`config.mk`:
```
export PLATFORM = sky130hd
export DESIGN_NAME = tmss_unlock_master
export DESIGN_NICKNAME = d
export VERILOG_FILES = /design/src/rtl/tmss_pkg.sv /design/src/rtl/tmss_bus_wr.sv /design/src/rtl/tmss_unlock_master.sv
export SDC_FILE = /design/constraint.sdc
export NUM_CORES = 1
export LEC_CHECK = 0
export ABC_AREA = 1
export CAP_MARGIN = 15
export CORE_UTILIZATION = 44
export CTS_CLUSTER_SIZE = 14
export DETAILED_ROUTE_END_ITERATION = 10
export GPL_ROUTABILITY_DRIVEN = 0
export GPL_TIMING_DRIVEN = 0
export PLACE_DENSITY = 0.81
export SETUP_SLACK_MARGIN = 0.15
export SYNTH_ARGS = -nofsm -noshare
export SYNTH_HDL_FRONTEND = slang
export SYNTH_SLANG_ARGS = --single-unit
```
`constraint.sdc`:
```
create_clock -name MCLK -period 1.8 [get_ports MCLK]
set_clock_uncertainty 0.2 [all_clocks]
set_input_delay 0.27 -clock MCLK [delete_from_list [all_inputs] [get_ports MCLK]]
set_output_delay 0.27 -clock MCLK [all_outputs]
set_load 0.005 [all_outputs]
```
`src/rtl/tmss_pkg.sv`:
```
// Shared types and constants for the TMSS unlock master: state encoding,
// the fixed unlock addresses/data, and the per-op write descriptor.
package tmss_pkg;

  typedef enum logic [2:0] {
    IDLE,
    ADDR,
    ASSERT,
    RELEASE,
    DONE,
    ABORT
  } tmss_state_e;

  localparam logic [22:0] TMSS_VA_SEGA_HI = 23'h50A000;
  localparam logic [22:0] TMSS_VA_SEGA_LO = 23'h50A001;
  localparam logic [22:0] TMSS_VA_LOCK    = 23'h50A080;

  localparam logic [15:0] TMSS_VD_SEGA_HI = 16'h5345;
  localparam logic [15:0] TMSS_VD_SEGA_LO = 16'h4741;

  localparam logic [1:0] OP_LAST = 2'd2;

  typedef struct packed {
    logic [22:0] va;
    logic [15:0] vd;
    logic        uds_n;
  } tmss_op_t;

  // The lock write is a byte write to the low lane only.
  function automatic tmss_op_t tmss_op_decode(input logic [1:0] op, input logic cart);
    tmss_op_t c;
    c.va    = TMSS_VA_SEGA_HI;
    c.vd    = TMSS_VD_SEGA_HI;
    c.uds_n = 1'b0;
    case (op)
      2'd1: begin
        c.va = TMSS_VA_SEGA_LO;
        c.vd = TMSS_VD_SEGA_LO;
      end
      2'd2: begin
        c.va    = TMSS_VA_LOCK;
        c.vd    = {15'd0, cart};
        c.uds_n = 1'b1;
      end
      default: ;
    endcase
    return c;
  endfunction

endpackage

```
`src/rtl/tmss_bus_wr.sv`:
```
// One 68k-style write cycle: address/data setup, strobes until DTACK low,
// release until DTACK high, with a per-phase timeout.
module tmss_bus_wr
  import tmss_pkg::*;
#(
  parameter int SETUP_CYC = 2,
  parameter int TIMEOUT   = 255
) (
  input  logic        MCLK,
  input  logic        RESn,
  input  logic        go,
  input  tmss_op_t    op_cfg,
  input  logic        DTACK,
  output logic        AS,
  output logic        UDS,
  output logic        LDS,
  output logic        RW,
  output logic [22:0] VA,
  output logic [15:0] VD_o,
  output logic        VD_oe,
  output logic        wr_ok,
  output logic        wr_tmo
);

  // state   | meaning
  // IDLE    | bus released, waiting for go
  // ADDR    | VA/VD driven, strobes high, counting setup cycles
  // ASSERT  | AS and op strobes low, waiting for DTACK low
  // RELEASE | strobes high, waiting for DTACK high

  localparam int              CNT_W      = $clog2(TIMEOUT + 1);
  localparam logic [CNT_W-1:0] TMO_LAST  = CNT_W'(TIMEOUT - 1);
  localparam logic [CNT_W-1:0] TMO_MAX   = CNT_W'(TIMEOUT);
  localparam logic [3:0]       SETUP_LAST = 4'(SETUP_CYC - 1);

  tmss_state_e      state, state_next;
  logic [3:0]       setup_cnt;
  logic [CNT_W-1:0] tmo_cnt;
  logic             uds_n_q;
  logic             load;
  logic             on_bus_next;
  logic             tmo_hit;

  assign tmo_hit = (tmo_cnt == TMO_LAST);
  // DTACK is checked before the timeout, so an ack on the last cycle still counts.
  assign wr_ok   = (state == RELEASE) && DTACK;
  assign wr_tmo  = tmo_hit && (((state == ASSERT) && DTACK) || ((state == RELEASE) && !DTACK));

  always_comb begin
    state_next = state;
    load       = 1'b0;
    unique case (state)
      IDLE: begin
        if (go) begin
          state_next = ADDR;
          load       = 1'b1;
        end
      end
      ADDR: begin
        if (setup_cnt == 4'd0) state_next = ASSERT;
      end
      ASSERT: begin
        if (!DTACK)       state_next = RELEASE;
        else if (tmo_hit) state_next = IDLE;
      end
      RELEASE: begin
        if (DTACK) begin
          if (go) begin
            state_next = ADDR;
            load       = 1'b1;
          end else begin
            state_next = IDLE;
          end
        end else if (tmo_hit) begin
          state_next = IDLE;
        end
      end
      default: state_next = IDLE;
    endcase
    on_bus_next = (state_next == ADDR) || (state_next == ASSERT) || (state_next == RELEASE);
  end

  always_ff @(posedge MCLK or negedge RESn) begin
    if (!RESn) begin
      state     <= IDLE;
      setup_cnt <= 4'd0;
      tmo_cnt   <= '0;
      uds_n_q   <= 1'b1;
      AS        <= 1'b1;
      UDS       <= 1'b1;
      LDS       <= 1'b1;
      RW        <= 1'b1;
      VA        <= '0;
      VD_o      <= '0;
      VD_oe     <= 1'b0;
    end else begin
      state <= state_next;
      if (load) begin
        VA        <= op_cfg.va;
        VD_o      <= op_cfg.vd;
        uds_n_q   <= op_cfg.uds_n;
        setup_cnt <= SETUP_LAST;
      end else if ((state == ADDR) && (setup_cnt != 4'd0)) begin
        setup_cnt <= setup_cnt - 4'd1;
      end
      if (state_next != state) begin
        tmo_cnt <= '0;
      end else if (((state == ASSERT) || (state == RELEASE)) && (tmo_cnt != TMO_MAX)) begin
        tmo_cnt <= tmo_cnt + CNT_W'(1);
      end
      AS    <= (state_next != ASSERT);
      LDS   <= (state_next != ASSERT);
      UDS   <= (state_next != ASSERT) || uds_n_q;
      RW    <= !on_bus_next;
      VD_oe <= on_bus_next;
    end
  end

endmodule

```
`src/rtl/tmss_unlock_master.sv`:
```
// TMSS unlock sequencer: writes the SEGA signature and then the lock bit
// through tmss_bus_wr, reporting done or a sticky timeout error.
module tmss_unlock_master
  import tmss_pkg::*;
#(
  parameter int SETUP_CYC = 2,
  parameter int TIMEOUT   = 255
) (
  input  logic        MCLK,
  input  logic        RESn,
  input  logic        start,
  input  logic        cart_sel,
  input  logic        DTACK,
  output logic        AS,
  output logic        UDS,
  output logic        LDS,
  output logic        RW,
  output logic [22:0] VA,
  output logic [15:0] VD_o,
  output logic        VD_oe,
  output logic        busy,
  output logic        done,
  output logic        error
);

  // state | meaning
  // IDLE  | waiting for start
  // ADDR  | a write of op0..op2 is in flight in tmss_bus_wr
  // DONE  | all three writes acknowledged, done pulse
  // ABORT | a write timed out, error raised

  tmss_state_e state, state_next;
  logic [1:0]  op, op_next;
  logic        cart_q;
  logic        accept, last_op, go;
  logic        wr_ok, wr_tmo;
  tmss_op_t    op_cfg;

  assign accept  = (state == IDLE) && start;
  assign last_op = (op == OP_LAST);
  // Next op is handed to the bus engine in the same edge the previous one releases.
  assign go      = accept || (wr_ok && !last_op);
  assign op_next = accept ? 2'd0 : ((wr_ok && !last_op) ? op + 2'd1 : op);
  assign op_cfg  = tmss_op_decode(op_next, accept ? cart_sel : cart_q);

  tmss_bus_wr #(
    .SETUP_CYC (SETUP_CYC),
    .TIMEOUT   (TIMEOUT)
  ) u_bus_wr (
    .MCLK   (MCLK),
    .RESn   (RESn),
    .go     (go),
    .op_cfg (op_cfg),
    .DTACK  (DTACK),
    .AS     (AS),
    .UDS    (UDS),
    .LDS    (LDS),
    .RW     (RW),
    .VA     (VA),
    .VD_o   (VD_o),
    .VD_oe  (VD_oe),
    .wr_ok  (wr_ok),
    .wr_tmo (wr_tmo)
  );

  always_comb begin
    state_next = state;
    unique case (state)
      IDLE: begin
        if (accept) state_next = ADDR;
      end
      ADDR: begin
        if (wr_tmo)                state_next = ABORT;
        else if (wr_ok && last_op) state_next = DONE;
      end
      DONE:    state_next = IDLE;
      ABORT:   state_next = IDLE;
      default: state_next = IDLE;
    endcase
  end

  always_ff @(posedge MCLK or negedge RESn) begin
    if (!RESn) begin
      state  <= IDLE;
      op     <= 2'd0;
      cart_q <= 1'b0;
      busy   <= 1'b0;
      done   <= 1'b0;
      error  <= 1'b0;
    end else begin
      state <= state_next;
      op    <= op_next;
      if (accept) cart_q <= cart_sel;
      busy <= (state_next != IDLE);
      done <= (state_next == DONE);
      if (accept)                    error <= 1'b0;
      else if (state_next == ABORT)  error <= 1'b1;
    end
  end

endmodule

```
==> run metrics <==
outcome=complete, but fails checks; failing checks=negative setup slack; Pins Over Slew Limit=0; fin crit share=110.7%; Final WS setup=-193.3 ps; drt wl/cell=13.25 um; Max-cap violations=0; largest net degree at the start of global routing=36; synthesized instance count=244; CTS tree=done; Rows=24; DIE HEIGHT=69.35 um; P per Cell Area=820.8 nW/um^2; Lkg Pwr=1.527 nW; Cell variety after synth=27; Max FO, Critical Path=3; clock buffer depth=2; # IOs=52; TritonCTS buffer count=5; Worst Hold Class=reg -> reg; Critical Path RT=1780 ps; DR vias=1771; endpoint class of the critical path=register; share of cells above drive strength 1=40.00%; Via density=4.636; fmax=501.7 MHz; async set-reset flop share out of synthesis=100.0%; top_reg_cell synth=dfrtp_1; Tightest Pin Transition=779.6 ps; Max VDD drop=0.8427 mV; Cell Area, Synth=1996 um^2; Crit Path Class=reg -> reg; initial core utilization=45.83%; GRT Util Overall=17.87%; Final ANT Viol Nets=0; Pwr Total=2.428 mW; Final setup viols=14; hpwl dp=2.517 mm; Worst EP arrival=1970 ps; Detailed Route Iter0 Violations=75; syn avg cell area=8.179 um^2; Die X-Extent=69.35 um; CP startpoint kind=register; fin cells=382; Synth Register Bits=35; final net count=342; Reg clk slew, reported paths=70 ps; first-pass GRT wire length=6.962 mm; number of port buffers=26; Inserted Diodes=0; most frequent cells in the layout=56 x buf_4, 37 x nand2_1, 29 x dfrtp_1, 28 x inv_1, 27 x conb_1; Syn. warnings=0; synth-to-layout area growth=48.21%; vias in the first global route=1690; First-pass DRT Iterations=4; slew margin rel.=48.03%; area of the die=4809 um^2; RSZ-0062 raised after global routing=yes; clk sinks=35; Fin. Hold Viols=0; final WL=5.061 mm; minimum clock period=1993 ps; core footprint=4354 um^2; sequential area share after synthesis=44.14%; commonest non-fill, non-tap cell in the layout=buf_4; Remaining DRCs=0; placed cells=348; Root Driver=clkbuf_8; Post-synth EDFFs=0; hold path cells=2; R2R depth=9; initial antenna violation count=0; worst skew pair latency=290 ps; CTS H-tree depth=2; gr ovfl total=0
[layout make-up]
class | instances | area [um^2]
tap | 52 | 65.06
buffer | 34 | 259.0
inverter | 43 | 175.2
multi-input combinational | 158 | 1011
clock buffer | 8 | 100.1
timing repair buffer | 52 | 464.2
fill | 303 | 1396
sequential | 35 | 883.3
[power breakdown]
| group | internal, mW | leakage [nW] | switching (mW) |
|---|---|---|---|
| combinational | 0.395 | 1.04 | 0.441 |
| sequential | 0.904 | 0.439 | 0.0612 |
| clock | 0.349 | 0.0515 | 0.278 |
| total | 1.65 | 1.53 | 0.780 |
[worst max-delay path, cell delays in order (launching register included)]
cell and delay [ps]:
dfrtp_1 410, ha_2 340, inv_1 50, o211ai_1 290, inv_2 120, ha_4 180
o211ai_1 100, nand2_1 80, inv_1 70, a21oi_1 60
[Yosys cell counts, types with 3 or more instances]
cell / n / area, um^2
dfrtp_1: 31 / 775.7
nand4_1: 3 / 18.77
nand2_1: 44 / 165.2
o21ai_0: 8 / 40.04
xor2_1: 3 / 26.28
nand2_2: 3 / 18.77
ha_1: 8 / 100.1
nor2_1: 34 / 127.6
buf_4: 34 / 255.2
a21oi_1: 4 / 20.02
nand2_4: 3 / 33.78
dfstp_2: 4 / 105.1
inv_1: 40 / 150.1
nand3_1: 9 / 45.04
[metrics by stage]
stage	util, %	instance area, um^2	setup slack (ps)	hold slack (ps)	TNS [ps]
2_1_floorplan	-	2103	32.22	-225.6	0
5_1_grt	67.93	2958	-253.5	340.5	-2738
6_report	67.93	2958	-193.3	307.4	-924.0
3_5_place_dp	55.66	2424	-416.8	179.1	-2681
3_3_place_gp	55.78	2429	-413.1	276.1	-15420
4_1_cts	63.10	2748	-93.74	291.6	-177.0
[metal layers]
metal / share of wire (%) / GRT usage, % / wire (um)
met1: 36 / 19.34 / 1834
met4: 3.1 / 6.803 / 158
met2: 56 / 33.12 / 2831
met3: 4.7 / 4.506 / 237
met5: 0 / 0 / 0
[sequential cells by signal, summed over array words and instances (netlist names)]
| signal | cells |
|---|---|
| op | 2 |
| u_bus_wr.uds_n_q | 1 |
| u_bus_wr.RW | 1 |
| u_bus_wr.state | 3 |
| u_bus_wr.tmo_cnt | 8 |
| done | 1 |
| error | 1 |
| u_bus_wr.AS | 1 |
| u_bus_wr.setup_cnt | 4 |
| state | 3 |
| u_bus_wr.VD_o | 4 |
| u_bus_wr.UDS | 1 |
| cart_q | 1 |
| busy | 1 |
| u_bus_wr.VA | 2 |
| u_bus_wr.VD_oe | 1 |
[path summary, 6_finish.rpt]
path / from / slack (ps) / endpoint
worst min-delay path: u_bus_wr.VA[7] / 310 / u_bus_wr.VA[7]
max in group asynchronous: RESn / 450 / u_bus_wr.VD_o[9]
worst max-delay path: op[1] / -190 / u_bus_wr.VD_o[0]
worst min register to register: u_bus_wr.VA[7] / 310 / u_bus_wr.VA[7]
min in group asynchronous: RESn / 410 / u_bus_wr.VA[20]
worst max register to register: op[1] / -190 / u_bus_wr.VD_o[0]
[cells by family (layout without fill, tap and decap cells)]
logic type                 after synthesis  in the layout  synth area share [%]
AOI/OAI and AO/OA                       17             17                 4.953
and+or+nand+nor                        102            102                 23.01
xor gates and xnor gates                 4              4                 1.756
other                                    1             27                0.1879
DFF                                     35             35                 44.14
adders and majority gates                8              8                 5.016
buffers and inverters                   77            137                 20.94
[repair_timing]
item,CTS,global route
pin swaps,17,14
endpoints found under the hold margin,31,0
hold buffers,1,0
gates resized for setup,45,47
setup buffers,18,7
setup endpoints to repair,32,30
Power figures use the tool's default switching activity.
==> patch 1 (same flow settings) <==
The 6 states of `tmss_state_e` get a Gray code encoding in 3 bits.
--- a/src/rtl/tmss_pkg.sv
+++ b/src/rtl/tmss_pkg.sv
@@ -3,12 +3,12 @@
 package tmss_pkg;
 
   typedef enum logic [2:0] {
-    IDLE,
-    ADDR,
-    ASSERT,
-    RELEASE,
-    DONE,
-    ABORT
+    IDLE    = 3'b000,
+    ADDR    = 3'b001,
+    ASSERT  = 3'b011,
+    RELEASE = 3'b010,
+    DONE    = 3'b110,
+    ABORT   = 3'b111
   } tmss_state_e;
 
   localparam logic [22:0] TMSS_VA_SEGA_HI = 23'h50A000;
Function: same outputs for any inputs over 10 cycles, from zero or initial values; not proved beyond that.
==> patch 1 against the original RTL <==
The flow still finishes with violations (negative setup slack). Sequential cell count unchanged. Critical path depth increased by 1. Design area decreased by 2.5%. Critical path type unchanged. Via count decreased by 8.4%. Largest cell class unchanged. First-iteration DRC count decreased by 11%. Wire length decreased by 19%. Non-clock buffer count decreased by 2. Worst setup slack improved by 0.13 ns. Area after synthesis increased by 0.75%.
Power is not compared: it rests on default switching activity, and its combinational part moved more than twofold at a synthesized area within 25%.
==> patch 1: results (changes against the original RTL) <==
| Metric | Value |
|---|---|
| Maximum VDD drop | about 0.37 mV |
| Register area | 883 sq um (unchanged) |
| Final net count | 329 (was 342) |
| Final setup fails | 10 (was 14) |
| Grt met3 use | 3.49% (was 4.51%) |
| Compound-Gate Fraction of Synth Area | 6.66% (was 4.95%) |
| Clock-cell share | 3.17% (was 3.38%) |
| Clock tree root driver cell | clkbuf_8 (unchanged) |
| DP HPWL | 2540 um (was 2520 um) |
| Signal buf overhead | 24.0% (was 24.5%) |
| Setup tns final | -0.319 ns (was -0.924 ns) |
| Synth cell count leaders | 37 x nand2_1, 34 x buf_4, 34 x inv_1 (was 44 x nand2_1, 40 x inv_1, 34 x buf_4, 34 x nor2_1, 31 x dfrtp_1) |
| XOR/XNOR Fraction of Synth Area | 3.48% (was 1.76%) |
| Worst Path Arrival | 1.82 ns (was 1.97 ns) |
| Worst-Margin Slew | 0.774 ns (was 0.780 ns) |
| Sequential share of the synthesized area | 43.8% (was 44.1%) |
| Multi-In Gates | 156 (was 158) |
| H-Tree Depth | 2 (unchanged) |
| Worst skew pair latency | 0.29 ns (about the same) |
| Non-clk invs | 34 (was 43) |
| Routing usage on met1 | 19.6% (was 19.3%) |
| Number of cells on the worst hold path | 2 (unchanged) |
| Global Route Usage Sum | 16.9% (was 17.9%) |
| FF-to-FF End | u_bus_wr.VD_o[0] (unchanged) |
| First-pass GRT wire length | 6500 um (was 6960 um) |
| Clock buffer count | 7 (was 8) |
| Vias per Instance | 4.40 (was 4.64) |
| Multi-input logic portion of the cell area | 35.4% (was 34.2%) |
| Buffers excl. clock | 84 (was 86) |
| Worst setup SP type | flip-flop (unchanged) |
| CP top delay family | simple AND/OR/NAND/NOR gates (was adder cells) |
| Pre-antenna DRT Iters | 5 (was 4) |
| FILL cells | 339 (was 303) |
| Routed wire length | 4100 um (was 5060 um) |
| Leak pwr | 1.53 nW |
| Status | finished with violations (unchanged) |
| Routed met2 length | 2200 um (was 2830 um) |
| Clock transition at path regs | 0.07 ns (about the same) |
| First DRT Iteration DRCs | 67 (was 75) |
| Routed length on met3 | 207 um (was 237 um) |
| Final setup margin | -0.0658 ns (was -0.193 ns) |
| CP max stage delay | 0.41 ns (about the same) |
| Highest-delay cell along the critical path | dfrtp_1 (unchanged) |
| Vias in the first global route | 1,550 (was 1,690) |
| Adder-Cell Fraction of Synth Area | 4.98% (was 5.02%) |
| Share of layout cells above drive strength 1 | 42.3% (was 40.0%) |
| Reg2reg start | op[1] (unchanged) |
| R2R depth | 10 (was 9) |
| Failing checks | negative setup slack (unchanged) |
| Synth top area cells | dfrtp_1 39%, buf_4 13%, nand2_1 6.9%, inv_1 6.3%, nor2_1 5.8% (was dfrtp_1 39%, buf_4 13%, nand2_1 8.3%, inv_1 7.5%, nor2_1 6.4%) |
| Met1 WL | 1610 um (was 1830 um) |
| Met2 Resource Use GR | 28.7% (was 33.1%) |
| Ant diodes | 0 (unchanged) |
| Hold Startpoint | u_bus_wr.VA[7] (unchanged) |
| Critical path fanouts, max | 5 (was 3) |
[patch 1: cell types whose count changed after synthesis, sizes merged, moves of 2 or more]
cell,unedited run,this run
nor2,37,34
a21oi,4,6
inv,41,34
clkinv,2,0
nand3,11,14
xor2,3,6
nand2,50,42
[patch 1: metrics by stage]
stage / instance area (sq um) / utilization (%) / cells / worst slack, ns / hold WS, ns
after floorplan: 2120 / - / 260 / -0.0291 / -0.226
after global placement: 2440 / 55.7 / 338 / -0.496 / 0.274
after detailed placement: 2440 / 55.6 / 338 / -0.479 / 0.191
after CTS: 2700 / 61.6 / 360 / 0.00897 / 0.309
after global routing: 2880 / 65.8 / 369 / -0.149 / 0.329
final: 2880 / 65.8 / 369 / -0.0658 / 0.305
[patch 1: repair_timing]
action / CTS / global route
gates resized for setup: 45 / 36
hold buffers: 1 / 0
setup buffers: 13 / 9
setup endpoints to repair: 35 / 29
endpoints found under the hold margin: 31 / 0
pin swaps: 13 / 21
==> patch 2 (same settings) <==
Made on the original files. `TIMEOUT` is set to 255 in 2 places; all go to 510.
--- a/src/rtl/tmss_bus_wr.sv
+++ b/src/rtl/tmss_bus_wr.sv
@@ -4,7 +4,7 @@
   import tmss_pkg::*;
 #(
   parameter int SETUP_CYC = 2,
-  parameter int TIMEOUT   = 255
+  parameter int TIMEOUT   = 510
 ) (
   input  logic        MCLK,
   input  logic        RESn,
--- a/src/rtl/tmss_unlock_master.sv
+++ b/src/rtl/tmss_unlock_master.sv
@@ -4,7 +4,7 @@
   import tmss_pkg::*;
 #(
   parameter int SETUP_CYC = 2,
-  parameter int TIMEOUT   = 255
+  parameter int TIMEOUT   = 510
 ) (
   input  logic        MCLK,
   input  logic        RESn,
Formal check against the unedited RTL: same outputs for any inputs over 10 cycles, from zero or initial values; that may be too few to reach the edited logic, so the function may still have changed.
==> patch 2 against the original RTL <==
The run still ends with negative setup slack left. Design area increased by 4.0%. Power is 4.6% lower. Worst setup slack improved by 0.064 ns. Area after synthesis rose by 6.8%. Synthesized cell count increased by 1.6%. Sequential share of layout area is 0.41 points lower. Sequential cell count is 1 higher. Wire length shrank 2.6%. Largest power group unchanged. Highest routed layer unchanged.
==> patch 2: results (changes against the original RTL) <==
| Metric | Value |
|---|---|
| Multi-In Gates | 168 (was 158) |
| WHS Endpoint | u_bus_wr.uds_n_q (was u_bus_wr.VA[7]) |
| Multi-input gate area | 1120 sq um (was 1010 sq um) |
| First DRT Iteration DRCs | 90 (was 75) |
| Sequential share of the synthesized area | 42.5% (was 44.1%) |
| Synth top area cells | dfrtp_1 38%, buf_4 12%, nand2_1 7.2%, inv_1 5.5%, ha_1 5.3% (was dfrtp_1 39%, buf_4 13%, nand2_1 8.3%, inv_1 7.5%, nor2_1 6.4%) |
| R2R depth | 11 (was 9) |
| Vias per Instance | 4.74 (was 4.64) |
| Leak pwr | 1.54 nW (was 1.53 nW) |
| Clock sinks | 36 (was 35) |
| Share of layout cells above drive strength 1 | 41.4% (was 40.0%) |
| Maximum VDD drop | 0.337 mV (was 0.843 mV) |
| Postcts setup bufs | 21 (was 18) |
| Met2 Resource Use GR | 35.4% (was 33.1%) |
| FILL cells | 319 (was 303) |
| Synth unique cells | 34 (was 27) |
| Failing checks | negative setup slack (unchanged) |
| Global Route Usage Sum | 20.1% (was 17.9%) |
| Signal buf overhead | 24.4% (was 24.5%) |
| Buffers excl. clock | 89 (was 86) |
| Pwr Density | 753 nW/um^2 (was 821 nW/um^2) |
| Synth cell count leaders | 41 x nand2_1, 34 x buf_4, 32 x dfrtp_1 (was 44 x nand2_1, 40 x inv_1, 34 x buf_4, 34 x nor2_1, 31 x dfrtp_1) |
| Status | finished with violations (unchanged) |
| Final setup margin | -0.129 ns (was -0.193 ns) |
| Clock-cell share | 2.93% (was 3.38%) |
| Final setup fails | 5 (was 14) |
| Resized Gates After CTS | 60 (was 45) |
[patch 2: changes by cell type in the layout (fill, tap and decap cells not counted), sizes merged, moves of 2 or more]
| cell | unedited run | this run |
|---|---|---|
| dlygate4sd2 | 9 | 17 |
| inv | 42 | 34 |
| nand4 | 3 | 8 |
| dlymetal6s2s | 4 | 0 |
| nor3 | 0 | 3 |
| a21oi | 4 | 6 |
| a31oi | 0 | 2 |
| nor2 | 37 | 35 |
| xnor2 | 1 | 3 |
[patch 2: where the power goes]
part | total (mW) | internal, mW | leakage [nW] | switching (mW)
logic | 0.754 | 0.396 | 1.03 | 0.358
clock network | 0.602 | 0.312 | 0.0455 | 0.290
registers | 0.959 | 0.903 | 0.458 | 0.0564
total | 2.32 | 1.61 | 1.54 | 0.704
[patch 2: layer usage]
metal / part of all wire, % / vias up
met4: 3.1 / 0
met1: 40 / 878
met5: 0 / -
li1: - / 884
met2: 52 / 64
met3: 5.3 / 15
[patch 2: tightest hold or removal path: stages (launching register included)]
cell and delay (ns):
dfstp_2 0.36, inv_1 0.06, o21ai_1 0.07
[patch 2: kinds of logic (layout without fill, tap and decap cells)]
logic type | after synthesis | after routing | share of synthesized area (%)
AOI/OAI and AO/OA | 18 | 18 | 6.58
adders and majority gates | 9 | 9 | 5.28
DFF | 36 | 36 | 42.5
other | 1 | 27 | 0.176
xor gates and xnor gates | 5 | 5 | 2.06
and+or+nand+nor | 109 | 109 | 24.5
buffers and inverters | 70 | 132 | 18.9
[patch 2: through the flow]
step                      std cells  power (mW)  setup slack [ns]  TNS, ns
after floorplan                 274        1.31           -0.0901  -0.0901
after global routing            388        2.43            -0.187    -1.50
after global placement          352        1.52            -0.499   -19.61
after CTS                       383        2.28           -0.0919   -0.263
final                           388        2.32            -0.129   -0.379
after detailed placement        352        1.54            -0.467    -3.54
